<file path="src/rtl/mtm_alu_pkg.sv">
// Shared constants and types for the MTM ALU frame sequencer.
// Holds the opcode map, error bytes, the FSM state type and the default idle control byte.
package mtm_alu_pkg;

    localparam logic [2:0] OP_AND = 3'b000;
    localparam logic [2:0] OP_OR  = 3'b001;
    localparam logic [2:0] OP_ADD = 3'b100;
    localparam logic [2:0] OP_SUB = 3'b101;

    localparam logic [7:0] ERR_DATA = 8'b1100_1001;
    localparam logic [7:0] ERR_CRC  = 8'b1010_0101;
    localparam logic [7:0] ERR_OP   = 8'b1001_0011;

    localparam logic [7:0] IDLE_CTL_DEFAULT = 8'h80;

    typedef enum logic [2:0] {
        StCollect,
        StCheck,
        StIssue,
        StWait,
        StResp
    } state_e;

    function automatic logic op_is_legal(input logic [2:0] op);
        return (op == OP_AND) || (op == OP_OR) || (op == OP_ADD) || (op == OP_SUB);
    endfunction

endpackage

</file>
<file path="src/rtl/mtm_alu_crc4_d68.sv">
// Combinational CRC4 (x^4 + x + 1, init 0) over a 68-bit message.
// The message is consumed MSB first, so data[67] is the first serial bit.
module mtm_alu_crc4_d68 (
    input  logic [67:0] data,
    output logic [3:0]  crc
);

    always_comb begin
        logic [3:0] c;
        logic       fb;
        c  = '0;
        fb = 1'b0;
        for (int i = 67; i >= 0; i--) begin
            fb = c[3] ^ data[i];
            c  = {c[2], c[1], c[0] ^ fb, fb};
        end
        crc = c;
    end

endmodule

</file>
<file path="src/rtl/mtm_alu_sequencer.sv">
// Frame-level controller between the byte deserializer and the ALU core.
// Assembles and validates frames, issues good ones to the core and returns one response per frame.
module mtm_alu_sequencer
    import mtm_alu_pkg::*;
#(
    parameter int unsigned CORE_LAT    = 1,
    parameter int unsigned TIMEOUT_CYC = 1024,
    parameter logic [7:0]  IDLE_CTL    = IDLE_CTL_DEFAULT
) (
    input  logic        clk,
    input  logic        rst_n,
    input  logic        in_valid,
    input  logic        in_is_cmd,
    input  logic [7:0]  in_data,
    output logic        in_ready,
    output logic [31:0] alu_a,
    output logic [31:0] alu_b,
    output logic [7:0]  alu_ctl,
    input  logic [31:0] alu_c,
    input  logic [7:0]  alu_ctl_out,
    output logic        out_valid,
    input  logic        out_ready,
    output logic [31:0] out_c,
    output logic [7:0]  out_ctl,
    output logic        out_is_err
);

    localparam int unsigned ToW = $clog2(TIMEOUT_CYC + 1);

    state_e          state_q, state_d;
    logic [3:0]      cnt_q, cnt_d;
    logic [ToW-1:0]  to_q, to_d;
    logic [63:0]     ops_q, ops_d;
    logic [2:0]      op_q, op_d;
    logic [3:0]      crc_q, crc_d;
    logic [2:0]      lat_q, lat_d;
    logic [31:0]     out_c_q, out_c_d;
    logic [7:0]      out_ctl_q, out_ctl_d;
    logic            out_err_q, out_err_d;

    logic [3:0]      crc_calc;
    logic            err_hit;
    logic [7:0]      err_byte;
    logic            unused_cmd_msb;

    // Bit 7 of the command byte carries no information.
    assign unused_cmd_msb = in_data[7];

    mtm_alu_crc4_d68 u_crc (
        .data ({ops_q, 1'b1, op_q}),
        .crc  (crc_calc)
    );

    assign alu_b      = ops_q[63:32];
    assign alu_a      = ops_q[31:0];
    assign out_c      = out_c_q;
    assign out_ctl    = out_ctl_q;
    assign out_is_err = out_err_q;

    always_comb begin
        state_d   = state_q;
        cnt_d     = cnt_q;
        to_d      = to_q;
        ops_d     = ops_q;
        op_d      = op_q;
        crc_d     = crc_q;
        lat_d     = lat_q;
        out_c_d   = out_c_q;
        out_ctl_d = out_ctl_q;
        out_err_d = out_err_q;
        in_ready  = 1'b0;
        out_valid = 1'b0;
        alu_ctl   = IDLE_CTL;
        err_hit   = 1'b0;
        err_byte  = '0;

        unique case (state_q)
            StCollect: begin
                in_ready = 1'b1;
                if (in_valid) begin
                    to_d = '0;
                    if (in_is_cmd) begin
                        op_d    = in_data[6:4];
                        crc_d   = in_data[3:0];
                        state_d = StCheck;
                    end else begin
                        // Only the first 8 bytes shape the operands; extras just count as overflow.
                        if (cnt_q < 4'd8) begin
                            ops_d = {ops_q[55:0], in_data};
                        end
                        if (cnt_q != 4'd9) begin
                            cnt_d = cnt_q + 4'd1;
                        end
                    end
                end else if (cnt_q != 4'd0) begin
                    if (to_q == ToW'(TIMEOUT_CYC - 1)) begin
                        to_d  = '0;
                        cnt_d = '0;
                        ops_d = '0;
                    end else begin
                        to_d = to_q + ToW'(1);
                    end
                end
            end

            StCheck: begin
                cnt_d = '0;
                to_d  = '0;
                if (cnt_q != 4'd8) begin
                    err_hit  = 1'b1;
                    err_byte = ERR_DATA;
                end else if (crc_calc != crc_q) begin
                    err_hit  = 1'b1;
                    err_byte = ERR_CRC;
                end else if (!op_is_legal(op_q)) begin
                    err_hit  = 1'b1;
                    err_byte = ERR_OP;
                end
                if (err_hit) begin
                    out_c_d   = '0;
                    out_ctl_d = err_byte;
                    out_err_d = 1'b1;
                    state_d   = StResp;
                end else begin
                    state_d = StIssue;
                end
            end

            StIssue: begin
                alu_ctl = {1'b0, op_q, crc_q};
                lat_d   = 3'd1;
                state_d = StWait;
            end

            StWait: begin
                if (lat_q == 3'(CORE_LAT)) begin
                    out_c_d   = alu_c;
                    out_ctl_d = alu_ctl_out;
                    out_err_d = 1'b0;
                    state_d   = StResp;
                end else begin
                    lat_d = lat_q + 3'd1;
                end
            end

            StResp: begin
                out_valid = 1'b1;
                if (out_ready) begin
                    cnt_d   = '0;
                    state_d = StCollect;
                end
            end

            default: state_d = StCollect;
        endcase
    end

    always_ff @(posedge clk or negedge rst_n) begin
        if (!rst_n) begin
            state_q   <= StCollect;
            cnt_q     <= '0;
            to_q      <= '0;
            ops_q     <= '0;
            op_q      <= '0;
            crc_q     <= '0;
            lat_q     <= '0;
            out_c_q   <= '0;
            out_ctl_q <= '0;
            out_err_q <= 1'b0;
        end else begin
            state_q   <= state_d;
            cnt_q     <= cnt_d;
            to_q      <= to_d;
            ops_q     <= ops_d;
            op_q      <= op_d;
            crc_q     <= crc_d;
            lat_q     <= lat_d;
            out_c_q   <= out_c_d;
            out_ctl_q <= out_ctl_d;
            out_err_q <= out_err_d;
        end
    end

endmodule
</file>
<file path="config.mk">
export PLATFORM = sky130hd
export DESIGN_NAME = mtm_alu_sequencer
export DESIGN_NICKNAME = d
export VERILOG_FILES = /design/src/rtl/mtm_alu_pkg.sv /design/src/rtl/mtm_alu_crc4_d68.sv /design/src/rtl/mtm_alu_sequencer.sv
export SDC_FILE = /design/constraint.sdc
export NUM_CORES = 1
export LEC_CHECK = 0
export BUFFER_PORTS_ARGS = -buffer_cell sky130_fd_sc_hd__buf_2
export CORE_ASPECT_RATIO = 1.5
export CORE_MARGIN = 2
export CORE_UTILIZATION = 50
export CTS_CLUSTER_DIAMETER = 150
export DETAILED_ROUTE_END_ITERATION = 7
export GPL_ROUTABILITY_DRIVEN = 0
export MAX_ROUTING_LAYER = met4
export PLACE_DENSITY = 0.83
export SLEW_MARGIN = 20
export SYNTH_ARGS = -nofsm -noshare
export SYNTH_HDL_FRONTEND = slang
export SYNTH_SLANG_ARGS = --single-unit
</file>
<file path="constraint.sdc">
create_clock -name clk -period 4.6 [get_ports clk]
set_input_delay 0.92 -clock clk [delete_from_list [all_inputs] [get_ports clk]]
set_output_delay 0.92 -clock clk [all_outputs]
set_load 0.01 [all_outputs]
</file>
==> run_summary.xml, run 1 <==
<?xml version="1.0" encoding="UTF-8"?>
<metrics>
  <group name="status">
    <metric name="run_status" unit="">finished clean</metric>
  </group>
  <group name="power">
    <metric name="pwr_density_cell" unit="nW/um^2">703.4</metric>
    <metric name="share_clk_of_total_power" unit="%">24.5</metric>
    <metric name="design_internal_power" unit="mW">3.948</metric>
    <metric name="swShare" unit="%">34.69</metric>
    <metric name="combPwrFrac" unit="%">50.3</metric>
    <metric name="cellLeakagePower" unit="nW">4.758</metric>
    <metric name="power.sequential.fraction" unit="%">25.2</metric>
    <metric name="vdd.ir_drop.worst" unit="uV">576.5</metric>
    <metric name="total_power" unit="mW">6.044</metric>
    <metric name="total_switching_power" unit="mW">2.096</metric>
  </group>
  <group name="clock_network">
    <metric name="worst_setup_hold_path_clk_slew" unit="ns">0.06</metric>
    <metric name="cts_root_cell" unit="">clkbuf_16</metric>
    <metric name="cts.hold.buffers_added" unit="">0</metric>
    <metric name="tritoncts" unit="">yes</metric>
    <metric name="cts-buffers-inserted" unit="">17</metric>
    <metric name="ctsLongestPathBuffers" unit="">2</metric>
    <metric name="clock_sinks" unit="">133</metric>
    <metric name="later_pin_clock_latency_in_the_skew_report" unit="ns">0.42</metric>
    <metric name="depth_of_the_cts_h_tree" unit="">4</metric>
  </group>
  <group name="synth">
    <metric name="synth-adder-area-share" unit="%">1.080</metric>
    <metric name="synth_area_leaders" unit="">dfrtp_1 (48%), xnor3_1 (8.4%), nand2_1 (8.2%), xnor2_1 (7.4%), nand3_1 (4.9%)</metric>
    <metric name="yosys_warnings" unit="">0</metric>
    <metric name="seq_area_frac_synth" unit="%">47.87</metric>
    <metric name="synth_top_area_cell" unit="">dfrtp_1</metric>
    <metric name="syn_area" unit="um^2">6953</metric>
    <metric name="synth_compound_area_share" unit="%">7.702</metric>
    <metric name="synth.area.mux_share" unit="%">2.519</metric>
    <metric name="synth_xor_area_share" unit="%">19.99</metric>
    <metric name="mappedNetlistNets" unit="">729</metric>
    <metric name="synth-async-reset-ratio" unit="%">100.0</metric>
    <metric name="synth_flop_cell" unit="">dfrtp_1</metric>
    <metric name="synth_simple_gate_area_share" unit="%">17.92</metric>
    <metric name="portion_of_synthesized_cell_area_occupied_by_the_leading_cell_type" unit="%">47.87</metric>
    <metric name="number_of_enable_type_register_cells_in_the_synthesized_netlist" unit="">0</metric>
    <metric name="synth_cell_types" unit="">43</metric>
    <metric name="ys_ff_latch" unit="">133</metric>
    <metric name="dominant_combinational_cell_family_by_area_after_synthesis" unit="">XOR/XNOR gates</metric>
    <metric name="avgSynthCellArea" unit="um^2">10.38</metric>
    <metric name="post_synth_inst_count" unit="">670</metric>
  </group>
  <group name="global_routing">
    <metric name="grt_start_max_net_pins" unit="">72</metric>
    <metric name="grt.total_usage" unit="%">25.86</metric>
    <metric name="grt_pass1_wl" unit="mm">28.96</metric>
    <metric name="antenna_found_initial" unit="">0</metric>
    <metric name="overflow" unit="">0</metric>
    <metric name="grt_pass1_vias" unit="">5610</metric>
  </group>
  <group name="timing">
    <metric name="rsz0062_at_grt" unit="">no</metric>
    <metric name="final-max-slew-violation-count" unit="">0</metric>
    <metric name="finalHoldViolCount" unit="">0</metric>
    <metric name="setup_tns" unit="ns">0</metric>
    <metric name="worst-slew-pin-transition" unit="ns">0.9272</metric>
    <metric name="period_needed" unit="ns">4.362</metric>
    <metric name="timing.fmax" unit="MHz">229.2</metric>
    <metric name="timing.final.crit_share" unit="%">94.83</metric>
    <metric name="skew" unit="ns">0.008996</metric>
    <metric name="relative_max_transition_margin" unit="%">38.19</metric>
    <metric name="setup_violations" unit="">0</metric>
  </group>
  <group name="route">
    <metric name="highest-signal-layer" unit="">met4</metric>
    <metric name="detail_route.wl_per_cell" unit="um">17.80</metric>
    <metric name="drt-vias-per-instance" unit="">5.520</metric>
    <metric name="antenna_left" unit="">0</metric>
    <metric name="routedLengthMet1" unit="mm">6.824</metric>
    <metric name="drc" unit="">0</metric>
    <metric name="detailedRoute.firstIterationViolations" unit="">326</metric>
    <metric name="wl" unit="mm">17.92</metric>
    <metric name="drt_first_pass_iters" unit="">4</metric>
    <metric name="routed-via-count" unit="">5559</metric>
    <metric name="dr_wl_met3" unit="mm">1.122</metric>
    <metric name="routed-wl-met2" unit="mm">9.446</metric>
  </group>
  <group name="floorplan">
    <metric name="floorplan.die.height" unit="um">148.4</metric>
    <metric name="starting_density_of_the_core" unit="%">51.38</metric>
    <metric name="core.rowCount" unit="">52</metric>
    <metric name="area_of_the_die" unit="um^2">14880</metric>
    <metric name="chipWidth" unit="um">100.3</metric>
    <metric name="ios" unit="">168</metric>
    <metric name="core" unit="um^2">13530</metric>
  </group>
  <group name="finish">
    <metric name="area_growth" unit="%">23.57</metric>
    <metric name="design.final.nets" unit="">891</metric>
    <metric name="layout.cells.non_filler" unit="">1007</metric>
    <metric name="layout.area.seq" unit="um^2">3328</metric>
    <metric name="drive_gt1_share" unit="%">26.75</metric>
    <metric name="n_fill_cell" unit="">1081</metric>
    <metric name="final_design_area_no_fill" unit="um^2">8592</metric>
    <metric name="multi_input_area" unit="um^2">3440</metric>
    <metric name="num_antenna_cells" unit="">0</metric>
  </group>
  <group name="worst_setup_path">
    <metric name="timing.critical_path.to_type" unit="">flop</metric>
    <metric name="critical_path.startpoint_type" unit="">flop</metric>
    <metric name="timing.critical_path.required" unit="ns">4.93</metric>
    <metric name="timing_worst_setup_path_type" unit="">flop to flop</metric>
    <metric name="worst-path-max-fanout" unit="">9</metric>
    <metric name="cp.arrival" unit="ns">4.69</metric>
  </group>
  <group name="flow_run">
    <metric name="maxCapViolations" unit="">0</metric>
  </group>
  <group name="place">
    <metric name="hpwlAfterDp" unit="mm">12.43</metric>
    <metric name="placedInstanceArea" unit="um^2">7945</metric>
    <metric name="numPortBuffers" unit="">167</metric>
    <metric name="placed_cells" unit="">975</metric>
  </group>
  <group name="hold_path">
    <metric name="hp-class" unit="">flop to flop</metric>
  </group>
</metrics>
registers in the layout (all words and copies together), names as in the netlist:
| register | count |
|---|---|
| lat_q | 3 |
| out_ctl | 8 |
| cnt_q | 4 |
| to_q | 11 |
| out_c | 32 |
| out_is_err | 1 |
| ops_q | 64 |
| crc_q | 4 |
| op_q | 3 |
| state_q | 3 |
Yosys cell counts (all sizes together), types with 2 or more instances:
library cell and n:
nor2 29, buf 5, a21oi 9, nand4 4, mux2 12, inv 13
ha 6, nor2b 2, and2 6, xor3 3, xor2 22, nand2b 4
mux2i 4, or3 5, o21ai 18, xnor3 27, nand3 68, nand3b 3
or2 2, xnor2 59, dfrtp 133, a22o 35, nand2 152, nor3 4
and3 3, clkbuf 30
metal layers:
| metal | vias to the layer above | GRT usage [%] |
|---|---|---|
| li1 | 2588 | - |
| met1 | 2714 | 30.65 |
| met2 | 215 | 43.22 |
| met3 | 42 | 5.545 |
| met4 | 0 | 9.658 |
| met5 | - | - |
layout by cell type (no fill, tap or decap), drive strengths merged, types with 5 or more instances in the layout:
master and instances:
o21ai 18, ha 6, or3 5, nor2 29, a21oi 9, a22o 35, xnor2 59, mux2 12
nand2 152, clkbuf 17, xnor3 27, nand3 68, xor2 22, inv 21, and2 6, dfrtp 133
buf 178
worst max-delay path, cell delays in order, from the launching register on:
cell and delay (ns):
dfrtp_1 0.41, xnor3_1 0.47, xor3_1 0.42, xnor3_2 0.43, xnor3_1 0.42, xnor3_1 0.42, xnor3_1 0.37, or3_4 0.41
a22oi_4 0.29, a21o_4 0.23, buf_4 0.19, mux2i_1 0.22
through the flow:
step / util (%) / hold slack [ns] / worst slack, ns
5_1_grt: 63.49 / 0.5150 / 0.07604
3_3_place_gp: 58.71 / 0.4696 / 0.2644
6_report: 63.49 / 0.4966 / 0.2378
3_5_place_dp: 58.71 / 0.4763 / 0.03935
4_1_cts: 63.43 / 0.5003 / 0.04342
2_1_floorplan: - / 0.4452 / 0.2805
power by group through the flow:
stage	Combinational (mW)	Clock [mW]	Sequential [mW]
after global routing	3.29	1.56	1.54
after floorplan	2.47	0	1.52
after detailed placement	3.02	0	1.54
after global placement	2.94	0	1.54
final	3.04	1.48	1.52
after CTS	3.05	1.49	1.52
logic make-up after synthesis:
logic type | count (synthesis)
adder cells (fa/ha/maj) | 6
XOR/XNOR | 111
flip-flops | 133
buffers and inverters | 48
AND/OR/NAND/NOR | 284
AO/OA/AOI/OAI | 72
multiplexers | 16
repair_timing:
action,4_1_cts,5_1_grt
resized for setup,0,2
buffers inserted,0,0
endpoints found under the setup margin,0,40
hold endpoints to repair,0,0
final cells by class:
| cell class | instances | share of cell area, % |
|---|---|---|
| Timing Repair Buffer | 178 | 10.86 |
| Clock buffer | 17 | 4.951 |
| Sequential cell | 133 | 38.74 |
| Tap cell | 162 | 2.359 |
| Clock inverter | 15 | 2.490 |
| Inverter | 13 | 0.5679 |
| Multi-Input combinational cell | 489 | 40.03 |
worst paths after layout:
| path | start | end | slack, ns | cells after the start |
|---|---|---|---|---|
| max in group asynchronous | rst_n | out_c[23] | 3.11 | 2 |
| setup / recovery | ops_q[63] | out_ctl[6] | 0.24 | 11 |
| hold reg to reg | out_ctl[2] | out_ctl[2] | 0.50 | 1 |
| min in group asynchronous | rst_n | ops_q[28] | 0.65 | 1 |
| hold / removal | out_ctl[2] | out_ctl[2] | 0.50 | 1 |
| setup reg to reg | ops_q[63] | out_ctl[6] | 0.24 | 11 |
Power figures use the tool's default switching activity.
==> inputs of run 2 (changes only) <==
MAX_ROUTING_LAYER = not set   (was met4)
clock period = 5 ns   (was 4.6 ns; I/O delays follow)
==> run_summary.xml, run 2 (synthesis gave the netlist of run 1 again) <==
<?xml version="1.0" encoding="UTF-8"?>
<metrics>
  <group name="status">
    <metric name="run_status" unit="">finished clean</metric>
  </group>
  <group name="clock_network">
    <metric name="tritoncts" unit="">yes</metric>
    <metric name="post_cts.repair.setup_buffers" unit="">0</metric>
    <metric name="ctsResizeCount" unit="">0</metric>
    <metric name="cts_root_cell" unit="">clkbuf_16</metric>
    <metric name="ctsLongestPathBuffers" unit="">2</metric>
    <metric name="worst_setup_hold_path_clk_slew" unit="ns">0.06</metric>
    <metric name="later_pin_clock_latency_in_the_skew_report" unit="ns">0.41</metric>
    <metric name="cts-buffers-inserted" unit="">17</metric>
    <metric name="depth_of_the_cts_h_tree" unit="">4</metric>
    <metric name="cts.hold.buffers_added" unit="">0</metric>
    <metric name="clock_sinks" unit="">133</metric>
  </group>
  <group name="worst_setup_path">
    <metric name="timing_worst_setup_path_type" unit="">flop to flop</metric>
    <metric name="crit_path_frequent_cell" unit="">xnor3_1</metric>
    <metric name="cp_cell_sequence" unit="">xnor3_1, xor3_1, xnor3_2, xnor3_1, xnor3_1, xnor3_1, or3_4, a22oi_4, a21o_1, buf_4, mux2i_1</metric>
    <metric name="critical_path.startpoint_type" unit="">flop</metric>
    <metric name="critical_path_buf_inv_count" unit="">1</metric>
    <metric name="worst-path-max-fanout" unit="">11</metric>
    <metric name="cp.arrival" unit="ns">4.87</metric>
    <metric name="timing.critical_path.to_type" unit="">flop</metric>
    <metric name="cp_top_family" unit="">XOR/XNOR gates</metric>
    <metric name="crit_path_top_delay_cell" unit="">xnor3_1</metric>
    <metric name="timing.critical_path.required" unit="ns">5.33</metric>
    <metric name="cp_slowest_stage_delay" unit="ns">0.47</metric>
  </group>
  <group name="place">
    <metric name="hpwlAfterDp" unit="mm">12.49</metric>
    <metric name="placedInstanceArea" unit="um^2">7918</metric>
    <metric name="preCtsSetupSlack" unit="ns">0.5025</metric>
    <metric name="numPortBuffers" unit="">167</metric>
  </group>
  <group name="route">
    <metric name="drt-vias-per-instance" unit="">5.536</metric>
    <metric name="detail_route.wl_per_cell" unit="um">18.01</metric>
    <metric name="drc" unit="">0</metric>
    <metric name="routed-via-count" unit="">5564</metric>
    <metric name="detailedRoute.firstIterationViolations" unit="">287</metric>
    <metric name="antenna_left" unit="">0</metric>
    <metric name="wl" unit="mm">18.10</metric>
    <metric name="drt_first_pass_iters" unit="">5</metric>
  </group>
  <group name="power">
    <metric name="pwr_density_cell" unit="nW/um^2">644.8</metric>
    <metric name="cellLeakagePower" unit="nW">4.726</metric>
    <metric name="combPwrFrac" unit="%">50.7</metric>
    <metric name="power.sequential.fraction" unit="%">25.5</metric>
    <metric name="vdd.ir_drop.worst" unit="uV">722.0</metric>
    <metric name="design_internal_power" unit="mW">3.593</metric>
    <metric name="swShare" unit="%">34.73</metric>
    <metric name="total_switching_power" unit="mW">1.912</metric>
    <metric name="share_clk_of_total_power" unit="%">23.8</metric>
  </group>
  <group name="timing">
    <metric name="timing.final.crit_share" unit="%">90.81</metric>
    <metric name="setup_violations" unit="">0</metric>
    <metric name="final-max-slew-violation-count" unit="">0</metric>
    <metric name="relative_max_transition_margin" unit="%">35.25</metric>
    <metric name="rsz0062_at_grt" unit="">no</metric>
    <metric name="timing.fmax" unit="MHz">220.2</metric>
    <metric name="period_needed" unit="ns">4.541</metric>
    <metric name="fin_hold_ws" unit="ns">0.4849</metric>
    <metric name="worst-slew-pin-transition" unit="ns">0.9689</metric>
    <metric name="least_setup_slack_across_all_paths_after_layout" unit="ns">0.4593</metric>
    <metric name="setup_tns" unit="ns">0</metric>
    <metric name="finalHoldViolCount" unit="">0</metric>
    <metric name="skew" unit="ns">0.01087</metric>
  </group>
  <group name="global_routing">
    <metric name="grt_pass1_wl" unit="mm">29.23</metric>
    <metric name="grt.total_usage" unit="%">25.08</metric>
    <metric name="antenna_found_initial" unit="">0</metric>
    <metric name="grt_pass1_vias" unit="">5675</metric>
    <metric name="overflow" unit="">0</metric>
    <metric name="grt_start_max_net_pins" unit="">65</metric>
  </group>
  <group name="flow_run">
    <metric name="maxCapViolations" unit="">0</metric>
  </group>
  <group name="finish">
    <metric name="design.final.nets" unit="">889</metric>
    <metric name="final_design_area_no_fill" unit="um^2">8537</metric>
    <metric name="final_cell_mix" unit="">buf_2 (166), nand2_1 (152), dfrtp_1 (133)</metric>
    <metric name="area_growth" unit="%">22.78</metric>
    <metric name="register_bank_with_the_most_flops" unit="">ops_q</metric>
    <metric name="num_antenna_cells" unit="">0</metric>
    <metric name="largest_register_ffs" unit="">64</metric>
    <metric name="final_common_cell" unit="">buf_2</metric>
    <metric name="post-route-util" unit="%">63.08</metric>
    <metric name="drive_gt1_share" unit="%">26.45</metric>
  </group>
  <group name="floorplan">
    <metric name="core" unit="um^2">13530</metric>
    <metric name="area_of_the_die" unit="um^2">14880</metric>
    <metric name="ios" unit="">168</metric>
    <metric name="chipWidth" unit="um">100.3</metric>
    <metric name="starting_density_of_the_core" unit="%">51.38</metric>
    <metric name="core.rowCount" unit="">52</metric>
    <metric name="floorplan.die.height" unit="um">148.4</metric>
  </group>
  <group name="hold_path">
    <metric name="hp-class" unit="">flop to flop</metric>
  </group>
</metrics>
[run 2: power groups by stage]
stage                     clock network (mW)  registers, mW  logic, mW
after CTS                               1.32           1.40       2.80
final                                   1.31           1.41       2.79
after floorplan                            0           1.39       2.28
after global routing                    1.37           1.42       2.98
after global placement                     0           1.42       2.70
after detailed placement                   0           1.42       2.75
[run 2: area by class of cell]
cell class | instances | area [um^2]
clock buffers | 19 | 452.9
well taps | 162 | 202.7
flip-flops and latches | 133 | 3328
fillers | 1091 | 4996
multi-input cells | 489 | 3432
clock inverters | 13 | 166.4
repair buffers | 176 | 905.9
inverters | 13 | 48.80
[run 2: stage by stage]
step / total power [mW] / cells
finish: 5.504 / 1005
global route: 5.771 / 1005
CTS: 5.518 / 1005
detailed placement: 4.172 / 973
global placement: 4.112 / 973
floorplan: 3.669 / 670
[run 2: path summary, 6_finish.rpt]
kind,start,to,slack [ns],cells past startpoint
max,ops_q[63],out_ctl[3],0.46,11
max in group asynchronous,rst_n,to_q[2],3.35,2
min reg2reg,to_q[9],to_q[9],0.48,1
max reg2reg,ops_q[63],out_ctl[3],0.46,11
min,to_q[9],to_q[9],0.48,1
min in group asynchronous,rst_n,ops_q[27],0.64,1
[run 2: per-layer routing]
metal / vias to the layer above / GRT usage [%] / wire [um] / share of wire [%]
li1: 2572 / - / - / -
met1: 2726 / 29.96 / 6561 / 36
met2: 240 / 44.53 / 9822 / 54
met3: 26 / 5.733 / 1304 / 7.2
met4: 0 / 7.877 / 412 / 2.3
met5: - / 0 / 0 / 0
